## config.mk

```make
export PLATFORM = sky130hd
export DESIGN_NAME = mux_rr_sched
export DESIGN_NICKNAME = d
export VERILOG_FILES = /design/src/rtl/mux_rr_sched.sv
export SDC_FILE = /design/constraint.sdc
export NUM_CORES = 1
export LEC_CHECK = 0
export CAP_MARGIN = 0
export CORE_ASPECT_RATIO = 1.1
export CORE_MARGIN = 4
export CORE_UTILIZATION = 30
export CTS_CLUSTER_DIAMETER = 200
export DETAILED_ROUTE_END_ITERATION = 8
export GPL_TIMING_DRIVEN = 0
export HOLD_SLACK_MARGIN = 0.05
export SYNTH_ARGS = -nofsm -noshare
export SYNTH_HDL_FRONTEND = slang
export SYNTH_SLANG_ARGS = --single-unit
```

## constraint.sdc

```tcl
create_clock -name clk -period 3 [get_ports clk]
set_input_delay 0.6 -clock clk [delete_from_list [all_inputs] [get_ports clk]]
set_output_delay 0.6 -clock clk [all_outputs]
set_load 0.05 [all_outputs]
```

## src/rtl/mux_rr_sched.sv

```systemverilog
`default_nettype none
// ============================================================================
//  Module   : mux_rr_sched
//  Purpose  : N-channel registered mux, fixed-select or round-robin grant,
//             valid/ready on every input and on the single output.
//  Revision : 1.0  initial release
// ============================================================================
module mux_rr_sched #(
    parameter int N     = 4,
    parameter int W     = 1,
    parameter int SEL_W = $clog2(N)
) (
    input  logic             clk,
    input  logic             rst,
    input  logic             mode,
    input  logic [SEL_W-1:0] sel,
    input  logic [N*W-1:0]   in_data,
    input  logic [N-1:0]     in_valid,
    output logic [N-1:0]     in_ready,
    output logic [W-1:0]     out_data,
    output logic [SEL_W-1:0] out_chan,
    output logic             out_valid,
    input  logic             out_ready
);

    localparam logic [SEL_W-1:0] C_LAST = SEL_W'(N - 1);
    localparam logic [SEL_W:0]   C_N    = (SEL_W + 1)'(N);

    logic             r_valid;
    logic [W-1:0]     r_data;
    logic [SEL_W-1:0] r_chan;
    logic [SEL_W-1:0] r_rr_ptr;

    logic             w_load_en;
    logic             w_fix_hit;
    logic             w_rr_hit;
    logic [SEL_W-1:0] w_rr_grant;
    logic [SEL_W:0]   w_scan;
    logic             w_grant_vld;
    logic [SEL_W-1:0] w_grant;
    logic [SEL_W-1:0] w_next_ptr;
    logic [W-1:0]     w_grant_data;

    // Register may accept a new word when empty or being drained this cycle.
    assign w_load_en = !r_valid || out_ready;

    // Fixed select: compare against each legal index so sel >= N never matches.
    always_comb begin
        w_fix_hit = 1'b0;
        for (int i = 0; i < N; i++) begin
            if (sel == SEL_W'(i) && in_valid[i]) begin
                w_fix_hit = 1'b1;
            end
        end
    end

    // Round robin: first valid channel scanning upward from r_rr_ptr, wrapping.
    always_comb begin
        w_rr_hit   = 1'b0;
        w_rr_grant = '0;
        w_scan     = '0;
        for (int k = 0; k < N; k++) begin
            w_scan = {1'b0, r_rr_ptr} + (SEL_W + 1)'(k);
            if (w_scan >= C_N) begin
                w_scan = w_scan - C_N;
            end
            if (!w_rr_hit && in_valid[w_scan[SEL_W-1:0]]) begin
                w_rr_hit   = 1'b1;
                w_rr_grant = w_scan[SEL_W-1:0];
            end
        end
    end

    assign w_grant     = mode ? w_rr_grant : sel;
    assign w_grant_vld = mode ? w_rr_hit   : w_fix_hit;
    assign w_next_ptr  = (w_grant == C_LAST) ? '0 : w_grant + SEL_W'(1);

    always_comb begin
        w_grant_data = '0;
        for (int i = 0; i < N; i++) begin
            if (w_grant == SEL_W'(i)) begin
                w_grant_data = in_data[i*W +: W];
            end
        end
    end

    always_comb begin
        in_ready = '0;
        for (int i = 0; i < N; i++) begin
            in_ready[i] = !rst && w_load_en && w_grant_vld && (w_grant == SEL_W'(i));
        end
    end

    always_ff @(posedge clk) begin
        if (rst) begin
            r_valid  <= 1'b0;
            r_data   <= '0;
            r_chan   <= '0;
            r_rr_ptr <= '0;
        end else if (w_load_en) begin
            if (w_grant_vld) begin
                r_valid <= 1'b1;
                r_data  <= w_grant_data;
                r_chan  <= w_grant;
                if (mode) begin
                    r_rr_ptr <= w_next_ptr;
                end
            end else begin
                r_valid <= 1'b0;
            end
        end
    end

    assign out_valid = r_valid;
    assign out_data  = r_data;
    assign out_chan  = r_chan;

endmodule
`default_nettype wire

```

Word-level counts from Yosys, hierarchy flattened:

Index checks and enable logic that the tools add are counted.

* $add $sub $neg: 8
* $mul: 0
* div/mod/pow operators: 0
* magnitude comparators: 8
* equality and inequality tests: 6
* shift-type cells: 0
* muxes and demuxes: 32
* bitwise operators: 0
* reduce and logical (&&, ||, !) cells: 23

Operators by type and width (number)
* 2-to-1 mux 2 bit: 10
* 2-to-1 mux 1 bit: 18
* logical AND 1 bit: 13
* < comparator 2 x 3 -> 1 bit (second input constant): 4
* greater-or-equal comparator 3 bit (second input constant): 3
* binary-select mux 1 bit (select 2 bit): 4
* equality test 2 bit (second input constant): 4
* subtractor 2 x 1 -> 2 bit (second input constant): 4
* adder 2 x 2 -> 3 bit (second input constant): 2
* zero test 1 bit: 5
* equality test 2 x 1 -> 1 bit (second input constant): 2
* zero test 2 bit: 2
* adder 2 x 1 -> 3 bit (second input constant): 1
* greater-or-equal comparator 2 x 3 -> 1 bit (second input constant): 1
* AND reduction 3 bit: 1
* adder 2 x 1 -> 2 bit (second input constant): 1
* AND reduction 2 bit: 1
* logical OR 1 bit: 1

* bits in registers: 6
* bits in latches: 0
* RAM bits: 0
* bits in read-only memories: 0
* input port bits: 14
* output and inout port bits: 8
* word-level logic and storage cells: 81
* memories: 0

Depth between registers and ports, before layout:

Gate-level depths: netlist of run 1.

* depth in word-level cells: 20
* depth in mapped cells: 9
* depth with buffers taken out: 9

Worst setup path after synthesis of run 1:

Ideal clock, no wire load.

* path type: in2out
* start point: input in_valid[0]
* end point: output in_ready[0]
* arrival time: 2.717 ns
* data required time: 2.400 ns
* slack: -0.317 ns
* stages: 5
* path buffers: 0
* path through: o41a_2 o21ai_0 o32a_2 ha_1 nor3b_1

* word-level cells in the longest chain between the ends: 15
* elaborated cells between the ends (all ways): 32
* classes of those cells: mux: 22; reduce/logical: 10

Ends and longest elaborated chain
* from (decl): line 18 `input logic [N-1:0] in_valid,`
* binary-select mux 1 bit (select 2 bit): line 67 `if (!w_rr_hit && in_valid[w_scan[SEL_W-1:0]]) begin`
* 2-to-1 mux 1 bit (not written as such): line 67
* 2-to-1 mux 1 bit: line 67
* zero test 1 bit: line 67
* logical AND 1 bit: line 67
* 2-to-1 mux 1 bit: line 67
* zero test 1 bit: line 67
* logical AND 1 bit: line 67
* 2-to-1 mux 1 bit: line 67
* zero test 1 bit: line 67
* logical AND 1 bit: line 67
* 2-to-1 mux 2 bit / 2-to-1 mux 1 bit (equally long branches): line 67
* 2-to-1 mux 2 bit / 2-to-1 mux 1 bit (equally long branches): line 74, 75
* zero test 2 bit / logical AND 1 bit (equally long branches): line 90 `in_ready[i] = !rst && w_load_en && w_grant_vld && (w_grant == SEL_W'(i));`
* logical AND 1 bit (*): line 90
* to (decl): line 19 `output logic [N-1:0] in_ready,`

Mark *: on every way between the ends. The rest lies on a longest branch, timed or not. The select of a mux whose other input is x is not followed.

Worst setup path in the final report of run 1:

* start point: input sel[0]
* end point: output in_ready[3]

* word-level cells in the longest chain between the ends: 9
* elaborated cells between the ends (all ways): 17
* classes of those cells: eq/ne: 4; mux: 6; reduce/logical: 7

Ends and longest elaborated chain
* from (decl): line 16 `input logic [SEL_W-1:0] sel,`
* zero test 2 bit: line 51 `if (sel == SEL_W'(i) && in_valid[i]) begin`
* logical AND 1 bit: line 51
* 2-to-1 mux 1 bit (4 in series): line 51
* 2-to-1 mux 1 bit: line 75 `assign w_grant_vld = mode ? w_rr_hit : w_fix_hit;`
* logical AND 1 bit: line 90
* logical AND 1 bit (*): line 90

Mark *: on every way between the ends. The rest lies on a longest branch, timed or not.

==> results of run 1 <==
## per-stage QoR
| stage | TNS (ns) | hold WS [ns] |
|---|---|---|
| 2_1_floorplan | 0 | 0.522 |
| 3_3_place_gp | -4.12 | 0.456 |
| 3_5_place_dp | -4.15 | 0.473 |
| 4_1_cts | 0 | 0.479 |
| 5_1_grt | 0 | 0.493 |
| 6_report | 0 | 0.469 |
## synthesized netlist by cell type, types with 2 or more instances
cell type	instances
sky130_fd_sc_hd__nor2_1	4
sky130_fd_sc_hd__o21ai_0	3
sky130_fd_sc_hd__nand4bb_1	2
sky130_fd_sc_hd__a211oi_2	2
sky130_fd_sc_hd__nand2_1	3
sky130_fd_sc_hd__nor2b_1	3
sky130_fd_sc_hd__inv_1	7
sky130_fd_sc_hd__dfxtp_1	6
sky130_fd_sc_hd__nor3_1	2
sky130_fd_sc_hd__nor3b_1	4
sky130_fd_sc_hd__ha_1	4
sky130_fd_sc_hd__a21oi_1	3
## flip-flops by register name (all words and copies together) (netlist names)
signal     flops
out_chan       2
out_data       1
out_valid      1
r_rr_ptr       2
## cell type report
cell class / instances / area, um^2 / share of cell area, %
buffer: 3 / 20.0 / 2.30
clock buffer: 3 / 22.5 / 2.59
inverter: 7 / 26.3 / 3.02
multi-input combinational: 51 / 435 / 50.0
sequential: 6 / 120 / 13.8
tap: 18 / 22.5 / 2.59
timing repair buffer: 25 / 224 / 25.7
## path summary, 6_finish.rpt
check,slack (ns),depth (start not counted),to,startpoint
hold / removal,0.47,2,out_data,out_data
setup reg to reg,0.61,10,out_data,r_rr_ptr[1]
setup / recovery,0.07,7,in_ready[3],sel[0]
hold reg to reg,0.47,2,out_data,out_data
## routing by layer
layer / global-route usage [%] / vias to the layer above
met5: 0 / -
met4: 6.91 / 0
met3: 3.32 / 3
met2: 23.3 / 17
met1: 13.6 / 295
li1: - / 305
## report_power, final
| part | leakage (nW) | internal [mW] | switching [mW] |
|---|---|---|---|
| clock network | 0.0138 | 0.0457 | 0.0362 |
| registers | 0.0497 | 0.0883 | 0.00643 |
| logic | 0.289 | 0.0703 | 0.0819 |
| total | 0.353 | 0.204 | 0.125 |
## cells by family after synthesis
kind of cell	after synthesis
buffers and inverters	10
multiplexers	2
AND/OR/NAND/NOR	24
AO/OA/AOI/OAI	21
adder cells (fa/ha/maj)	4
flip-flops	6
## tightest hold or removal path, cell delays in order, from the launching register on
cell and delay (ns):
sky130_fd_sc_hd__dfxtp_1 0.31, sky130_fd_sc_hd__inv_1 0.06, sky130_fd_sc_hd__a211oi_2 0.05
## what timing repair did
item,CTS,global route
endpoints found under the setup margin,5,4
hold endpoints to repair,0,0
setup buffers,3,1
pin swaps,3,3
resized for setup,33,10
hold buffers,0,0
==> run metrics, run 1 <==
PD cells 378 nW/um^2; critical path arrival between 2 and 2.5 ns; IR Drop Worst-Case VDD approximately 0.00024 V; routed length on met2 roughly 740 um; most used cell, CP sky130_fd_sc_hd__buf_6; WP data required roughly 2.4 ns; number of buffers on the longest clock path 2; clock tree from TritonCTS done; Placement Cell Area 835 um^2; fraction of the mapped netlist area in adder cells roughly 8.6%; core footprint between 1500 and 2000 um^2; Fillers between 150 and 200; count of flip-flops with a built-in enable after synthesis 0; Pre-Repair DR Iteration Count 4; number of top-level design ports 22; worst hold path type register to register; largest family of logic cells by synthesized area compound AO/OA/AOI/OAI gates; total instance count after detailed placement 106; share of cell area taken by muxes after synthesis about 5.6%; Finish-stage setup viols 0; relative slew slack about 58%; post-synthesis simple-gate area fraction approximately 26%; Critical Path End Type output pin; fraction of layout cells with a size suffix above 1 a little under a third; Detailed Route Iter0 Violations 7; Unique masters post-synth 36; Worst Clk Skew roughly 0.0022 ns; count of max-cap constraint violations 0; Final Hold Vio Count 0; Core Rows 16; total of buffers placed on input and output ports 21; starting density of the core ~32%; GPL Wtd Cong between 0.7 and 0.8; fraction of the yosys area taken by sequential cells 20.6%; DRT met1 WL 681 um; commonest non-fill, non-tap cell in the layout sky130_fd_sc_hd__clkdlybuf4s50_1; share of the synthesized area in the top cell type 20.6%; via count normalized by instance count around 5.5; Critical Path Slowest Stage Cell sky130_fd_sc_hd__mux4_2; post-route cell area between 800 and 900 um^2; total power consumption of the routed design ~0.33 mW; Synth Area in Compound Gates 31.6%; number of nets with antenna violations after detailed routing 0; syn nets 85; die width between 40 and 50 um; vias in the first global route a little over 600; startpoint kind of the worst setup timing path input pin; routed wire length around 1500 um; commonest cells after routing, fill and taps aside sky130_fd_sc_hd__clkdlybuf4s50_1 (12), sky130_fd_sc_hd__inv_1 (7), sky130_fd_sc_hd__dfxtp_1 (6), sky130_fd_sc_hd__buf_6 (5); Die Footprint roughly 2700 um^2; total inserted antenna cells 0; top layer reached by signal wires met4; post-layout instance count excluding filler cells 113; Worst Setup Slack, final 0.0729 ns; Ys Warns 0; final period demand of the worst path around 3 ns; post-synthesis cell type with the largest combined area sky130_fd_sc_hd__dfxtp_1; number of flip-flops and latches in the synthesized netlist 6; root buffer selected by CTS sky130_fd_sc_hd__clkbuf_4; Placement Setup Slack -0.986 ns; maximum number of pins on one net before global-route repair 11; DPL Wire Length approximately 1200 um; worst slew pin tran around 0.6 ns; length of routed met3 wiring between 90 and 100 um; Core Util, Final 48.3%; overflow left after global routing 0; status complete, no violations; deepest level of the CTS H-tree 1; number of pins exceeding their max-slew limit in the final report 0; wire length of the first global-routing pass ~2600 um; total via count in the routed design 620; latest clock arrival within the worst-skew pair ~0.26 ns; total routing usage reported by global routing 12.8%; P_leak roughly 0.35 nW; Bufs and invs on worst path 3; number of cells produced by synthesis 67; number of sinks on the clock net 6; Syn Area/Cell approximately 8.7 um^2; antenna violations before repair 0; total number of nets in the final design approximately 120; stage delay of the slowest cell on the critical path approximately 0.54 ns; async set or reset register ratio after synthesis 0%; Vert. Die Dim ~54 um; average detailed-routed wire length per instance roughly 14 um; Crit Path Max Fanout 6; dominant cells by area after synthesis sky130_fd_sc_hd__dfxtp_1 (21%), sky130_fd_sc_hd__ha_1 (8.6%), sky130_fd_sc_hd__nor3b_1 (5.2%); number of design rule violations left after detail routing 0; cell family with the largest share of critical-path delay buffers and inverters; RSZ-0062 raised after global routing no; number of CTS-inserted buffers 3; xor-xnor portion of the synthesized cell area 0%; Synth Flop Type sky130_fd_sc_hd__dfxtp_1; clock-pin transition on the worst setup and hold timing paths approximately 0.050 ns; Max Clk Rate 342 MHz; area delta synth->final 49.7%; summed instance area of the synthesized netlist 582 um^2; cell breakdown of the critical path clkdlybuf4s50_1, mux4_2, a21oi_4, or2_1, buf_6, nor3b_2, buf_6; Period Utilization, post-route a little over nine tenths; path type of the worst setup path input pin to output pin
No activity file was read; power rests on OpenSTA's default activity.
==> run 2: changes to the inputs <==
Settings changed: CORE_ASPECT_RATIO 1.1 to unset, CORE_UTILIZATION 30 to 42, CTS_CLUSTER_DIAMETER 200 to unset, PLACE_DENSITY set to 0.77.
==> run 2 against run 1 <==
  * Cell count shrank 2.7%
  * Non-clock buffer count is the same
  * Clock power shrank 12%
  * Design area grew 2.0%
  * Die area shrank 25%
  * Maximum frequency grew 1.8%
  * Sequential cell count is the same
  * Combinational power grew 3%
  * Critical path type unchanged
  * Largest power group unchanged
==> run metrics, run 2 (synthesis results as in run 1) <==
number of nets with antenna violations after detailed routing 0 (unchanged); startpoint kind of the worst setup timing path input pin; Worst Setup Slack, final 0.125 ns (+0.0519 ns); GPL Wtd Cong 0.742 (-1.1%); total number of nets in the final design 115 (unchanged); critical path arrival 2.28 ns (-0.05 ns); number of design rule violations left after detail routing 0 (unchanged); number of CTS-inserted buffers 3 (unchanged); deepest level of the CTS H-tree 1 (unchanged); commonest cells after routing, fill and taps aside sky130_fd_sc_hd__clkdlybuf4s50_1 (11), sky130_fd_sc_hd__inv_1 (7), sky130_fd_sc_hd__dfxtp_1 (6), sky130_fd_sc_hd__buf_6 (5); Period Utilization, post-route 95.8% (-1.7 points); clock-pin transition on the worst setup and hold timing paths 0.05 ns (about the same); fraction of layout cells with a size suffix above 1 31.6% (+1.1 points); die width 45.2 um (-9.5%); count of max-cap constraint violations 0 (unchanged); Vert. Die Dim 45.2 um (-17%); commonest non-fill, non-tap cell in the layout sky130_fd_sc_hd__clkdlybuf4s50_1; Core Rows 13 (-3); total instance count after detailed placement 103 (-2.8%); wire length of the first global-routing pass 2550 um (-2.9%); overflow left after global routing 0 (unchanged); status complete, no violations; Pre-Repair DR Iteration Count 4 (unchanged); root buffer selected by CTS sky130_fd_sc_hd__clkbuf_4; IR Drop Worst-Case VDD 0.000215 V (-9.2%); area delta synth->final 52.7%; total inserted antenna cells 0 (unchanged); maximum number of pins on one net before global-route repair 11 (unchanged); Worst Clk Skew 0.00625 ns (+0.00405 ns); Max Clk Rate 348 MHz (+1.8%); Detailed Route Iter0 Violations 11 (+4); DPL Wire Length 1070 um (-8.9%); worst slew pin tran 0.586 ns (-0.0317 ns); worst hold path type register to register; starting density of the core 44.7% (+12 points); number of buffers on the longest clock path 2 (unchanged); Die Footprint 2040 um^2 (-25%); Critical Path End Type output pin; antenna violations before repair 0 (unchanged); via count normalized by instance count 5.55 (+1.1%); PD cells 364 nW/um^2 (-3.5%); path type of the worst setup path input pin to output pin; routed wire length 1480 um (-4.1%); P_leak 0.368 nW (+4.1%); Crit Path Max Fanout 6 (unchanged); core footprint 1300 um^2 (-28%); post-layout instance count excluding filler cells 110 (-2.7%); total routing usage reported by global routing 16.8% (+4.0 points); WP data required 2.40 ns (about the same); total of buffers placed on input and output ports 21 (unchanged); relative slew slack 59.9% (+2.2 points); Finish-stage setup viols 0 (unchanged); Final Hold Vio Count 0 (unchanged); average detailed-routed wire length per instance 13.4 um (-1.5%); vias in the first global route 563 (-7.1%); final period demand of the worst path 2.88 ns (-0.0519 ns); total via count in the routed design 610 (-1.6%); clock tree from TritonCTS done; latest clock arrival within the worst-skew pair 0.24 ns (-0.02 ns); number of top-level design ports 22 (unchanged); Placement Setup Slack -0.905 ns (+0.0807 ns); number of pins exceeding their max-slew limit in the final report 0 (unchanged); number of sinks on the clock net 6 (unchanged)
## run 2: changes by cell type in the layout (fill, tap and decap cells not counted), sizes merged
| cell | delta |
|---|---|
| clkdlybuf4s50 | -1 |
| dlygate4sd2 | -1 |
| clkdlybuf4s15 | +1 |
| dlymetal6s2s | +1 |
## run 2: path summary, 6_finish.rpt
path / cells after the start / from / slack, ns / endpoint
max: 8 / mode / 0.12 / in_ready[1]
min: 2 / out_data / 0.48 / out_data
max reg2reg: 9 / r_rr_ptr[1] / 0.65 / out_data
min reg2reg: 2 / out_data / 0.48 / out_data
## run 2: through the flow
step	area (um^2)	hold WS (ns)	utilization (%)	setup TNS [ns]	total power [mW]
2_1_floorplan	602	0.522	-	0	0.190
3_3_place_gp	831	0.454	63.8	-3.87	0.242
3_5_place_dp	831	0.470	63.8	-3.86	0.243
4_1_cts	862	0.484	66.3	0	0.322
5_1_grt	888	0.504	68.3	-0.0180	0.347
6_report	888	0.478	68.3	0	0.324
## run 2: where the power goes
group | internal, mW | switching, mW | total, mW
combinational | 0.0724 | 0.0843 | 0.157
clock | 0.0451 | 0.0269 | 0.0720
sequential | 0.0885 | 0.00661 | 0.0951
total | 0.206 | 0.118 | 0.324
## run 2: layout make-up
class | count | area, um^2
tap | 15 | 18.8
fill | 112 | 413
timing repair buffer | 25 | 228
clock buffer | 3 | 22.5
sequential | 6 | 120
multi-input combinational | 51 | 453
buffer | 3 | 20.0
inverter | 7 | 26.3
## run 2: critical path, stage by stage
cell and delay, ns:
sky130_fd_sc_hd__clkdlybuf4s15_1 0.28, sky130_fd_sc_hd__o41a_4 0.21, sky130_fd_sc_hd__o21ai_0 0.07, sky130_fd_sc_hd__o32a_2 0.44, sky130_fd_sc_hd__inv_1 0.10, sky130_fd_sc_hd__ha_1 0.18
sky130_fd_sc_hd__nor3b_2 0.21, sky130_fd_sc_hd__buf_6 0.19
## run 2: repair_timing
item	CTS	global route
buffers inserted	2	2
hold buffers	0	0
setup endpoints to repair	5	4
pin swaps	3	5
gates resized for setup	33	15
## run 2: metal layers
metal	global-route usage, %	vias up	routed length, um	part of all wire, %
li1	-	308	-	-
met1	23.7	280	707	48
met2	24.6	22	666	45
met3	3.59	0	101	6.8
met4	7.02	0	0	0
met5	0	-	0	0
==> run 3: changes to the inputs <==
Settings changed: HOLD_SLACK_MARGIN 0.05 to 0.12.
==> results of run 3 <==
No change in the layout: final DEF, timing and power equal those of run 2.
